`src/rtl/dcache_flush_ctrl_if.sv`:
```
// rtl/dcache_flush_ctrl_if.sv - dcache-side memory write port used by the halt-time flush sequencer
//
// Signals:
//   dWEN    write request (driven by the flush controller)
//   daddr   byte address of the write
//   dstore  write data
//   dwait   memory busy; a write completes in a cycle with dWEN=1 and dwait=0
interface dcache_flush_ctrl_if;
    logic        dWEN;
    logic [31:0] daddr;
    logic [31:0] dstore;
    logic        dwait;

    modport master (
        output dWEN,
        output daddr,
        output dstore,
        input  dwait
    );

    modport slave (
        input  dWEN,
        input  daddr,
        input  dstore,
        output dwait
    );
endinterface

```
`src/rtl/dcache_flush_ctrl.sv`:
```
// rtl/dcache_flush_ctrl.sv - halt-time dcache flush sequencer (write back dirty blocks, then hit count)
//
// Ports:
//   CLK, nRST            clock (rising edge), asynchronous active-low reset
//   halt                 level; starts the flush when seen in IDLE
//   hit_count            running hit counter, latched at flush start
//   frame_set/frame_way  frame currently being read
//   frame_i              {valid, dirty, tag[25:0], data1, data0} of that frame
//   clr_en/clr_set/clr_way  one-cycle dirty-bit clear of the current frame
//   mem                  memory write port (master side)
//   flushed              sticky completion flag
module dcache_flush_ctrl #(
    parameter logic [31:0] COUNT_ADDR = 32'h0000_3100,
    parameter bit          COUNT_EN   = 1'b1
) (
    input  logic                        CLK,
    input  logic                        nRST,
    input  logic                        halt,
    input  logic [31:0]                 hit_count,
    output logic [2:0]                  frame_set,
    output logic                        frame_way,
    input  logic [91:0]                 frame_i,
    output logic                        clr_en,
    output logic [2:0]                  clr_set,
    output logic                        clr_way,
    dcache_flush_ctrl_if.master         mem,
    output logic                        flushed
);

    typedef enum logic [2:0] {
        IDLE = 3'd0,
        SCAN = 3'd1,
        WB0  = 3'd2,
        WB1  = 3'd3,
        CLR  = 3'd4,
        CNT  = 3'd5,
        DONE = 3'd6
    } state_t;

    // Where the walk goes after the last frame: the count write, or straight to DONE.
    localparam state_t TAIL = COUNT_EN ? CNT : DONE;

    state_t      state, state_n;
    logic [3:0]  ptr, ptr_n;
    logic [31:0] cnt_q, cnt_n;

    logic        frame_dirty;
    logic        last;
    logic [25:0] tag;

    assign frame_dirty = frame_i[91] & frame_i[90];
    assign last        = (ptr == 4'd15);
    assign tag         = frame_i[89:64];

    always_ff @(posedge CLK or negedge nRST) begin
        if (!nRST) begin
            state <= IDLE;
            ptr   <= 4'd0;
            cnt_q <= 32'd0;
        end else begin
            state <= state_n;
            ptr   <= ptr_n;
            cnt_q <= cnt_n;
        end
    end

    always_comb begin
        state_n = state;
        ptr_n   = ptr;
        cnt_n   = cnt_q;
        case (state)
            IDLE: begin
                if (halt) begin
                    ptr_n   = 4'd0;
                    cnt_n   = hit_count;
                    state_n = SCAN;
                end
            end
            SCAN: begin
                if (frame_dirty) begin
                    state_n = WB0;
                end else if (last) begin
                    state_n = TAIL;
                end else begin
                    ptr_n = ptr + 4'd1;
                end
            end
            WB0: begin
                if (!mem.dwait) state_n = WB1;
            end
            WB1: begin
                if (!mem.dwait) state_n = CLR;
            end
            CLR: begin
                if (last) begin
                    state_n = TAIL;
                end else begin
                    ptr_n   = ptr + 4'd1;
                    state_n = SCAN;
                end
            end
            CNT: begin
                if (!mem.dwait) state_n = DONE;
            end
            DONE: begin
                state_n = DONE;
            end
            default: begin
                state_n = IDLE;
            end
        endcase
    end

    // ptr and the frame word are held across dwait stalls, so address/data stay stable.
    always_comb begin
        frame_way  = ptr[3];
        frame_set  = ptr[2:0];
        clr_way    = ptr[3];
        clr_set    = ptr[2:0];
        clr_en     = 1'b0;
        flushed    = 1'b0;
        mem.dWEN   = 1'b0;
        mem.daddr  = 32'd0;
        mem.dstore = 32'd0;
        case (state)
            WB0: begin
                mem.dWEN   = 1'b1;
                mem.daddr  = {tag, ptr[2:0], 1'b0, 2'b00};
                mem.dstore = frame_i[31:0];
            end
            WB1: begin
                mem.dWEN   = 1'b1;
                mem.daddr  = {tag, ptr[2:0], 1'b1, 2'b00};
                mem.dstore = frame_i[63:32];
            end
            CLR: begin
                clr_en = 1'b1;
            end
            CNT: begin
                mem.dWEN   = 1'b1;
                mem.daddr  = COUNT_ADDR;
                mem.dstore = cnt_q;
            end
            DONE: begin
                flushed = 1'b1;
            end
            default: begin
            end
        endcase
    end

endmodule

```
`src/flat_wrapper.sv`:
```
// flat-port wrapper written by rule: the top's interface ports become plain ports
module dcache_flush_ctrl_flat 
#(
    parameter logic [31:0] COUNT_ADDR = 32'h0000_3100,
    parameter bit          COUNT_EN   = 1'b1
)
  (CLK, nRST, halt, hit_count, frame_set, frame_way, frame_i, clr_en, clr_set, clr_way, flushed, mem_dWEN, mem_daddr, mem_dstore, mem_dwait);
  dcache_flush_ctrl_if mem_i ();
  input  logic CLK;
  input  logic nRST;
  input  logic halt;
  input  logic [31:0] hit_count;
  output logic [2:0] frame_set;
  output logic frame_way;
  input  logic [91:0] frame_i;
  output logic clr_en;
  output logic [2:0] clr_set;
  output logic clr_way;
  output logic flushed;
  output wire logic [$bits(mem_i.dWEN)-1:0] mem_dWEN;
  output wire logic [$bits(mem_i.daddr)-1:0] mem_daddr;
  output wire logic [$bits(mem_i.dstore)-1:0] mem_dstore;
  input wire logic [$bits(mem_i.dwait)-1:0] mem_dwait;
  assign mem_dWEN = mem_i.dWEN;
  assign mem_daddr = mem_i.daddr;
  assign mem_dstore = mem_i.dstore;
  assign mem_i.dwait = mem_dwait;
  dcache_flush_ctrl #(.COUNT_ADDR(COUNT_ADDR), .COUNT_EN(COUNT_EN)) u_core (.CLK(CLK), .nRST(nRST), .halt(halt), .hit_count(hit_count), .frame_set(frame_set), .frame_way(frame_way), .frame_i(frame_i), .clr_en(clr_en), .clr_set(clr_set), .clr_way(clr_way), .mem(mem_i), .flushed(flushed));
endmodule
```
`config.mk`:
```
export PLATFORM = sky130hd
export DESIGN_NAME = dcache_flush_ctrl_flat
export DESIGN_NICKNAME = d
export VERILOG_FILES = /design/src/rtl/dcache_flush_ctrl_if.sv /design/src/rtl/dcache_flush_ctrl.sv /design/src/flat_wrapper.sv
export SDC_FILE = /design/constraint.sdc
export NUM_CORES = 1
export LEC_CHECK = 0
export BUFFER_PORTS_ARGS = -buffer_cell sky130_fd_sc_hd__buf_2
export CAP_MARGIN = 15
export CORE_ASPECT_RATIO = 1.2
export CORE_MARGIN = 1.5
export CORE_UTILIZATION = 28
export DETAILED_ROUTE_END_ITERATION = 16
export MAX_ROUTING_LAYER = met4
export PLACE_DENSITY = 0.6
export SLEW_MARGIN = 40
export SYNTH_ARGS = -nofsm -noshare
export SYNTH_HDL_FRONTEND = slang
export SYNTH_SLANG_ARGS = --single-unit
export TNS_END_PERCENT = 5
```
`constraint.sdc`:
```
create_clock -name CLK -period 1.8 [get_ports CLK]
set_input_delay 0.18 -clock CLK [delete_from_list [all_inputs] [get_ports CLK]]
set_output_delay 0.18 -clock CLK [all_outputs]
set_load 0.01 [all_outputs]
```
==> results.sh, run 1 <==
export IMPL_die_y_um=108
export IMPL_cts_tree="done"
export IMPL_synth_edf_count=0
export IMPL_p_switching_w=0.00250
export IMPL_synth_compound_area_share_pct=21.3
export IMPL_drive_gt1_share_pct=56.4
export IMPL_nFillCells=909
export IMPL_clk_path_buf_depth=2
export IMPL_wire_per_inst_um=13.2
export IMPL_p_int_w=0.00362
export IMPL_seq_area_frac_synth_pct=38.0
export IMPL_async_flop_share_pct=100
export IMPL_synthDistinctLibCells=35
export IMPL_seq_power_share_pct=26.6
export IMPL_coreArea_mm2=0.00899
export IMPL_area_growth_pct=52.3
export IMPL_syn_area_mm2=0.00257
export IMPL_p_leak_nw=2.00
export IMPL_synth_main_ff_cell="dfrtp_1"
export IMPL_maxSlewViolCount=0
export IMPL_synth_simple_area_share_pct=16.8
export IMPL_path_cells="nor2b_4, buf_6, a22oi_1, o21ai_0, buf_2"
export IMPL_gp_congestion=0.752
export IMPL_start_util_pct=28.6
export IMPL_switching_share_pct=40.9
export IMPL_grt_pass1_vias=2607
export IMPL_layout_nets=606
export IMPL_rsz0062_at_grt="yes"
export IMPL_clockRootBuffer="clkbuf_8"
export IMPL_maxCapViolations=0
export IMPL_die_w_um=90.5
export IMPL_p_clk_share_pct=11.3
export IMPL_port_buffer_count=200
export IMPL_syn_area_per_cell_um2=9.22
export IMPL_synth_most_common_cell="dfrtp_1"
export IMPL_worstPathMaxFanout=15
export IMPL_status="complete, no violations"
export IMPL_dp_hpwl_um=6010
export IMPL_synth_largest_area_cell="dfrtp_1"
export IMPL_min_period_over_period_pct=96.2
export IMPL_ys_ff_latch=39
export IMPL_die_area_mm2=0.00977
export IMPL_combPwrFrac_pct=62.1
export IMPL_multiInputGateArea_mm2=0.00143
export IMPL_critical_path_arrival_ns=1.55
export IMPL_yosys_warnings=0
export IMPL_synth_xor_area_share_pct=0.341
export IMPL_netlist_instances=279
export IMPL_vias=2817
export IMPL_yosys_top_cells_count="dfrtp_1, nand2_1, a22oi_1"
export IMPL_cp_slowest_cell="dfrtp_2"
export IMPL_drt_total_wl_um=7910
export IMPL_critPathMaxStageDelay_ns=0.43
export IMPL_grt_overflow=0
export IMPL_dr_pass1_iters=4
export IMPL_path_class="flop to primary output"
export IMPL_fmax_mhz=577
export IMPL_path_clk_slew_ns=0.07
export IMPL_drc_errors=0
export IMPL_muxShareOfSynthArea_pct=15.3
export IMPL_placement_rows=38
export IMPL_path_delay_family="flip-flops"
export IMPL_numCtsBuffers=5
export IMPL_powerDensity_mw_per_mm2=1560
export IMPL_postRouteAntennaNets=0
export IMPL_pre_cts_ws_ns=0.0911
export IMPL_viasPerCell=4.72
export IMPL_final_setup_tns_ns=0
export IMPL_antenna_cells=0
export IMPL_grt_pass1_wl_um=12000
export IMPL_report_final_hold_viol_count=0
export IMPL_ff_latch_area_um2=980
export IMPL_first_iter_violations=115
export IMPL_synth_top_family_by_area="compound AO/OA/AOI/OAI gates"
export IMPL_htree_levels=2
export IMPL_start_kind="flop"
export IMPL_setup_viol=0
export IMPL_worstHoldPathType="input port to flop"
export IMPL_insertion_delay_ns=0.28
export IMPL_grtUsageTotal_pct=15.7
export IMPL_crit_required_ns=1.62
export IMPL_endpoint_kind="primary output"
export IMPL_grt_start_max_net_pins=49
export IMPL_min_period_ns=1.73
export IMPL_irDropWorstVdd_v=0.000554
export IMPL_synth_top_area_share_pct=38.0
export IMPL_synthTopCellsByArea="dfrtp_1, mux2_2, a22oi_1"
export IMPL_grt_antenna_before_repair=0
export IMPL_cp_num_buf_inv=2
export IMPL_finClkSkew_ns=0.00423
export IMPL_cts_sinks=39
export IMPL_layout_setup_ws_ns=0.0682
export IMPL_io_pins=203
export IMPL_yosys_area_share_adder_pct=0.487
[kinds of logic after synthesis]
kind of cell | Yosys count
compound gates | 85
simple gates | 82
flops | 39
mux | 35
buf+inv | 35
fa+ha+maj | 1
other cells | 1
xor+xnor | 1
[worst reg2reg max path: stages (launching register included)]
cell,delay [ns]
dfrtp_1,0.42
ha_1,0.22
nand3_1,0.15
a31oi_1,0.18
a211oi_2,0.25
mux2_2,0.35
[routing by layer]
| layer | routed length, um | up-vias | share of wire [%] | global-route usage, % |
|---|---|---|---|---|
| li1 | - | 1377 | - | - |
| met1 | 3090 | 1309 | 39 | 16.8 |
| met2 | 4210 | 129 | 53 | 29.4 |
| met3 | 585 | 2 | 7.4 | 3.45 |
| met4 | 23 | 0 | 0.29 | 3.40 |
| met5 | 0 | - | 0 | - |
[area by class of cell]
class | count | share of cell area [%]
Inverter | 4 | 0.383
Clock inverter | 1 | 0.767
Tap cell | 120 | 3.83
Multi-Input combinational cell | 206 | 36.5
Timing Repair Buffer | 221 | 31.6
Sequential cell | 39 | 25.0
Clock buffer | 6 | 1.85
[cells in the final DEF, fill, tap and decap left out, types with 2 or more instances in the layout]
cell / count
nor2_1: 2
conb_1: 2
buf_12: 3
o21ai_0: 25
nand2b_1: 2
nand2_1: 34
mux2_2: 32
dfrtp_2: 3
buf_2: 200
inv_1: 3
and2_1: 29
mux2_1: 3
a22oi_1: 33
buf_6: 4
clkbuf_8: 5
a22o_1: 3
dfrtp_1: 36
o21ai_1: 9
buf_4: 11
nor3b_1: 4
nand3_1: 3
a21oi_2: 2
a21o_1: 3
nor2b_4: 2
a21oi_1: 5
[metrics by stage]
step / power [W] / util [%] / cell area (um2) / cells / hold WS, ns
finish: 0.00611 / 43.6 / 3920 / 597 / 0.111
global route: 0.00666 / 43.6 / 3920 / 597 / 0.105
CTS: 0.00607 / 42.9 / 3860 / 595 / 0.100
detailed placement: 0.00531 / 41.5 / 3730 / 586 / 0.134
global placement: 0.00522 / 41.5 / 3730 / 586 / 0.126
floorplan: 0.00392 / - / 2570 / 280 / -0.116
[sequential cells by signal, summed over array words and instances (netlist names)]
register and flops:
u_core.cnt_q 32, u_core.ptr 4, u_core.state 3
[path summary, 6_finish.rpt]
path,endpoint,cells past startpoint,slack [ns],start
max in group asynchronous,u_core.state[0],3,0.77,nRST
hold reg to reg,u_core.cnt_q[7],1,0.50,u_core.cnt_q[7]
min in group asynchronous,u_core.cnt_q[22],2,0.35,nRST
hold / removal,u_core.cnt_q[6],2,0.11,hit_count[6]
setup / recovery,mem_dstore[17],5,0.07,u_core.state[1]
setup reg to reg,u_core.ptr[3],5,0.12,u_core.ptr[1]
[power groups by stage]
| stage | clock (W) | sequential, W | combinational (W) |
|---|---|---|---|
| 6_report | 0.000693 | 0.00162 | 0.00380 |
| 5_1_grt | 0.000765 | 0.00169 | 0.00420 |
| 4_1_cts | 0.000731 | 0.00162 | 0.00371 |
| 3_5_place_dp | 0 | 0.00164 | 0.00367 |
| 3_3_place_gp | 0 | 0.00163 | 0.00358 |
| 2_1_floorplan | 0 | 0.00154 | 0.00238 |
[timing repair]
item,in CTS,in global routing
pin swaps,0,1
endpoints found under the setup margin,37,33
buffers inserted,1,1
gates resized for setup,4,11
hold buffers,1,0
hold endpoints to repair,17,0
gates cloned,0,1
(Power assumes the default switching activity.)
==> run 2, diff against run 1 <==
Settings changed: REMOVE_ABC_BUFFERS set to 1.
==> run 2 against run 1 <==
Clock power shrank 19%. Hold slack barely moved. Clock skew down 0.0012 ns. Worst setup slack got worse by 0.058 ns. Sequential share of layout area shrank 0.25 points. Critical endpoint is now mem_dstore[26]. Register-to-register slack lost 0.02 ns. Die area did not move. Combinational power grew 5%. Global-route usage rose by 1.3 points. Critical path type unchanged. Via count up 0.89%. Sequential power about the same.
==> results.sh, run 2 (synthesized netlist as in run 1, its figures left out) <==
export IMPL_status="complete, no violations"
export IMPL_vias=2842
export IMPL_layout_nets=610
export IMPL_combPwrFrac_pct=64.6
export IMPL_largest_reg_flops=32
export IMPL_powerDensity_mw_per_mm2=1560
export IMPL_endpoint_kind="primary output"
export IMPL_min_period_ns=1.79
export IMPL_drt_total_wl_um=8170
export IMPL_min_period_over_period_pct=99.4
export IMPL_cts_sinks=39
export IMPL_grtUsageTotal_pct=17.0
export IMPL_drive_gt1_share_pct=56.4
export IMPL_coreArea_mm2=0.00899
export IMPL_maxCapViolations=0
export IMPL_finClkSkew_ns=0.00307
export IMPL_final_common_cell="buf_2"
export IMPL_switching_share_pct=41.6
export IMPL_reg_top3="u_core.cnt_q (32), u_core.ptr (4), u_core.state (3)"
export IMPL_path_cells="buf_6, nor2b_4, buf_12, a22oi_1, o21ai_1, buf_2"
export IMPL_irDropWorstVdd_v=0.000758
export IMPL_htree_levels=2
export IMPL_r2r_start="u_core.ptr[1]"
export IMPL_drc_errors=0
export IMPL_cp_slowest_cell="dfrtp_1"
export IMPL_critPathMaxStageDelay_ns=0.42
export IMPL_report_final_hold_viol_count=0
export IMPL_fin_util_pct=44.0
export IMPL_port_buffer_count=200
export IMPL_placement_rows=38
export IMPL_path_clk_slew_ns=0.07
export IMPL_cts_tree="done"
export IMPL_crit_required_ns=1.62
export IMPL_dr_pass1_iters=5
export IMPL_p_leak_nw=2.02
export IMPL_r2r_end="u_core.ptr[3]"
export IMPL_first_iter_violations=105
export IMPL_worstHoldPathType="input port to flop"
export IMPL_dp_hpwl_um=6350
export IMPL_largest_register="u_core.cnt_q"
export IMPL_fmax_mhz=559
export IMPL_grt_pass1_wl_um=12900
export IMPL_maxSlewViolCount=0
export IMPL_ff2ff_path_depth=5
export IMPL_clk_path_buf_depth=2
export IMPL_grt_antenna_before_repair=0
export IMPL_cp_num_cells=6
export IMPL_die_area_mm2=0.00977
export IMPL_gp_congestion=0.836
export IMPL_antenna_cells=0
export IMPL_p_switching_w=0.00257
export IMPL_viasPerCell=4.72
export IMPL_rsz0062_at_grt="yes"
export IMPL_clockRootBuffer="clkbuf_8"
export IMPL_wire_per_inst_um=13.6
export IMPL_area_growth_pct=53.7
export IMPL_p_clk_share_pct=9.1
export IMPL_die_w_um=90.5
export IMPL_path_class="flop to primary output"
export IMPL_start_util_pct=28.6
export IMPL_p_int_w=0.00359
export IMPL_seq_power_share_pct=26.2
export IMPL_cp_num_buf_inv=3
export IMPL_dpl_instance_area_mm2=0.00376
export IMPL_hold_path_startpoint="hit_count[6]"
export IMPL_reg2reg_slack_ns=0.10
export IMPL_path_delay_family="buffers and inverters"
export IMPL_fin_hold_ws_ns=0.111
export IMPL_postRouteAntennaNets=0
export IMPL_grt_pass1_vias=2761
export IMPL_numCtsBuffers=5
export IMPL_insertion_delay_ns=0.28
export IMPL_critical_path_arrival_ns=1.61
export IMPL_io_pins=203
export IMPL_grt_start_max_net_pins=36
export IMPL_crit_end="mem_dstore[26]"
export IMPL_worstPathMaxFanout=18
export IMPL_grt_overflow=0
export IMPL_layout_common_cells="buf_2, dfrtp_1, nand2_1"
export IMPL_final_cell_area_mm2=0.00395
export IMPL_cp_startpoint="u_core.state[1]"
export IMPL_start_kind="flop"
export IMPL_die_y_um=108
export IMPL_setup_viol=0
==> run 2: cell count changes in the layout (fill, tap and decap cells not counted), sizes merged <==
cell,previous run,this run
buf,219,224
bufinv,1,0
clkinv,0,1
==> run 2: cell type report <==
| cell class | count | area [um2] |
|---|---|---|
| Tap cell | 120 | 150 |
| Sequential cell | 39 | 978 |
| Fill cell | 938 | 5030 |
| Multi-Input combinational cell | 206 | 1430 |
| Clock buffer | 7 | 76.3 |
| Timing Repair Buffer | 225 | 1300 |
| Clock inverter | 1 | 5.00 |
| Inverter | 4 | 15.0 |
==> run 2: how the worst min path moves through the flow <==
stage	end	slack, ns	cells past startpoint
2_1_floorplan	u_core.cnt_q[0]	-0.12	0
3_3_place_gp	u_core.cnt_q[24]	0.13	1
3_5_place_dp	u_core.cnt_q[30]	0.15	1
4_1_cts	u_core.cnt_q[5]	0.09	2
5_1_grt	u_core.cnt_q[5]	0.09	2
6_report	u_core.cnt_q[6]	0.11	2
==> run 2: metrics by stage <==
| stage | std cells | power [W] | TNS, ns | setup WS, ns |
|---|---|---|---|---|
| after floorplan | 249 | 0.00369 | -93.50 | -1.35 |
| after global placement | 585 | 0.00536 | 0 | 0.164 |
| after detailed placement | 585 | 0.00544 | 0 | 0.119 |
| after CTS | 601 | 0.00622 | -0.0167 | -0.00909 |
| after global routing | 602 | 0.00673 | -1.57 | -0.101 |
| final | 602 | 0.00616 | 0 | 0.0106 |
==> run 2: what timing repair did <==
item | 4_1_cts | 5_1_grt
endpoints found under the setup margin | 32 | 40
pin swaps | 0 | 0
cloned | 2 | 0
gates resized for setup | 11 | 7
setup buffers | 5 | 1
hold buffers | 1 | 0
hold endpoints to repair | 18 | 0
==> run 2: worst reg2reg max path: stages (launching register included) <==
cell and delay (ns):
dfrtp_1 0.43, ha_1 0.22, nand3_1 0.13, a31oi_1 0.17, a211oi_1 0.29, mux2_2 0.36
==> run 2: power by group through the flow <==
stage,Combinational [W],Clock [W],Sequential (W)
final,0.00398,0.000562,0.00161
after global placement,0.00372,0,0.00164
after CTS,0.00399,0.000607,0.00162
after floorplan,0.00205,0,0.00163
after global routing,0.00442,0.000640,0.00167
after detailed placement,0.00379,0,0.00164
==> run 2: metal layers <==
| metal | share of wire, % | vias up | GRT usage, % | wire length (um) |
|---|---|---|---|---|
| li1 | - | 1388 | - | - |
| met4 | 1.0 | 0 | 3.97 | 82 |
| met2 | 52 | 132 | 30.7 | 4270 |
| met5 | 0 | - | - | 0 |
| met1 | 38 | 1315 | 18.3 | 3080 |
| met3 | 9.1 | 7 | 4.85 | 743 |
==> run 3, diff against run 2 <==
Settings changed: PLACE_DENSITY 0.6 to 0.64.
==> run 3 against run 2 <==
The flow now finishes with violations (negative setup slack). Sequential power about the same. Critical path depth is 1 higher. Wire length up 6.8%. Sequential cell count unchanged. Design area increased by 2.9%. Clock skew up 0.0014 ns. Cell count up 0.50%. Total power increased by 7.5%. Sequential share of layout area down 0.72 points.
==> results.sh, run 3 (synthesized netlist as in run 1, its figures left out) <==
export IMPL_status="finished with violations"
export IMPL_violations="negative setup slack"
export IMPL_layout_common_cells="buf_2, dfrtp_1, nand2_1, mux2_2, a22oi_1"
export IMPL_use_met3_pct=4.92
export IMPL_dr_pass1_iters=4
export IMPL_powerDensity_mw_per_mm2=1630
export IMPL_r2r_start="u_core.ptr[1]"
export IMPL_finClkSkew_ns=0.00447
export IMPL_rsz0062_at_grt="yes"
export IMPL_switching_share_pct=41.6
export IMPL_drive_gt1_share_pct=58.1
export IMPL_gr_usage_met1_pct=18.5
export IMPL_ff2ff_path_depth=5
export IMPL_seq_power_share_pct=24.3
export IMPL_vias=2913
export IMPL_grt_start_max_net_pins=29
export IMPL_clockRootBuffer="clkbuf_8"
export IMPL_start_kind="flop"
export IMPL_antenna_cells=0
export IMPL_final_setup_tns_ns=-0.517
export IMPL_grt_util_met2_pct=31.3
export IMPL_final_common_cell="buf_2"
export IMPL_p_switching_w=0.00276
export IMPL_gp_congestion=0.790
export IMPL_r2r_end="u_core.ptr[3]"
export IMPL_placement_rows=38
export IMPL_viasPerCell=4.81
export IMPL_port_buffer_count=200
export IMPL_p_int_w=0.00386
export IMPL_p_leak_nw=2.07
export IMPL_dp_hpwl_um=6390
export IMPL_numCtsBuffers=5
export IMPL_clk_path_buf_depth=2
export IMPL_grt_pass1_vias=2718
export IMPL_grt_pass1_wl_um=13000
export IMPL_path_class="flop to primary output"
export IMPL_die_y_um=108
export IMPL_worstHoldPathCells=2
export IMPL_critical_path_arrival_ns=1.68
export IMPL_hold_path_startpoint="hit_count[5]"
export IMPL_final_cell_area_mm2=0.00407
export IMPL_reg_top3="u_core.cnt_q (32), u_core.ptr (4), u_core.state (3)"
export IMPL_hold_path_end="u_core.cnt_q[5]"
export IMPL_grt_antenna_before_repair=0
export IMPL_drt_total_wl_um=8730
export IMPL_fin_hold_ws_ns=0.107
export IMPL_fmax_mhz=537
export IMPL_irDropWorstVdd_v=0.000792
export IMPL_combPwrFrac_pct=66.5
export IMPL_crit_required_ns=1.62
export IMPL_first_iter_violations=182
export IMPL_layout_nets=614
export IMPL_cts_sinks=39
export IMPL_top_usage_layer="met2"
export IMPL_wire_per_inst_um=14.4
export IMPL_endpoint_kind="primary output"
export IMPL_worstHoldPathType="input port to flop"
export IMPL_die_w_um=90.5
export IMPL_layout_setup_ws_ns=-0.0607
export IMPL_maxSlewViolCount=0
export IMPL_area_growth_pct=58.1
export IMPL_coreArea_mm2=0.00899
export IMPL_start_util_pct=28.6
export IMPL_setup_viol=40
export IMPL_postRouteAntennaNets=0
export IMPL_cts_tree="done"
export IMPL_grt_overflow=0
export IMPL_total_power_w=0.00662
export IMPL_largest_reg_flops=32
export IMPL_reg2reg_slack_ns=0.08
export IMPL_maxCapViolations=0
export IMPL_p_clk_share_pct=9.1
export IMPL_io_pins=203
export IMPL_path_clk_slew_ns=0.08
export IMPL_die_area_mm2=0.00977
export IMPL_min_period_over_period_pct=103
export IMPL_insertion_delay_ns=0.28
export IMPL_largest_register="u_core.cnt_q"
export IMPL_fin_util_pct=45.2
export IMPL_htree_levels=2
export IMPL_worstPathMaxFanout=6
export IMPL_drc_errors=0
export IMPL_grtUsageTotal_pct=17.2
export IMPL_report_final_hold_viol_count=0
export IMPL_min_period_ns=1.86
export IMPL_dpl_instance_area_mm2=0.00375
## run 3: cell types whose count changed in the layout (fill, tap and decap cells not counted), sizes merged
cell and delta:
clkbuf +1, buf +2
## run 3: worst max-delay path by stage
stage,startpoint,end,cells past startpoint
2_1_floorplan,u_core.state[1],mem_dstore[0],3
3_3_place_gp,u_core.ptr[1],u_core.ptr[3],5
3_5_place_dp,u_core.ptr[1],u_core.ptr[3],5
4_1_cts,u_core.state[2],mem_dstore[21],7
5_1_grt,u_core.state[2],mem_dstore[27],7
6_report,u_core.state[2],mem_dstore[27],7
## run 3: final cells by class
cell class	instances	area (um2)
multi-input combinational	206	1450
clock inverter	1	5.00
clock buffer	6	82.6
timing repair buffer	229	1390
fill	910	4920
inverter	4	15.0
sequential	39	977
tap	120	150
## run 3: worst max-delay path, stage by stage, from the launching register on
cell	delay, ns
dfrtp_2	0.43
buf_6	0.14
nor2b_4	0.14
buf_12	0.15
buf_12	0.12
a22oi_2	0.07
o21ai_1	0.18
buf_2	0.17
## run 3: through the flow
step	std cells	setup slack [ns]
after floorplan	249	-1.35
after global placement	587	0.166
after detailed placement	587	0.100
after CTS	603	-0.0888
after global routing	605	-0.146
final	605	-0.0607
## run 3: what timing repair did
item,in CTS,in global routing
hold endpoints to repair,6,0
setup buffers,6,1
hold buffers,1,0
gates resized for setup,8,38
pin swaps,1,6
setup endpoints to repair,44,60
gates cloned,2,2
## run 3: power by group through the flow
| stage | clock, W | combinational, W | sequential [W] |
|---|---|---|---|
| 2_1_floorplan | 0 | 0.00205 | 0.00163 |
| 3_3_place_gp | 0 | 0.00369 | 0.00162 |
| 3_5_place_dp | 0 | 0.00375 | 0.00163 |
| 4_1_cts | 0.000638 | 0.00416 | 0.00160 |
| 5_1_grt | 0.000678 | 0.00478 | 0.00167 |
| 6_report | 0.000604 | 0.00441 | 0.00161 |
## run 3: layer usage
| layer | vias to the layer above | routed length [um] |
|---|---|---|
| met1 | 1385 | 3420 |
| met5 | - | 0 |
| li1 | 1399 | - |
| met2 | 127 | 4590 |
| met4 | 0 | 22 |
| met3 | 2 | 693 |
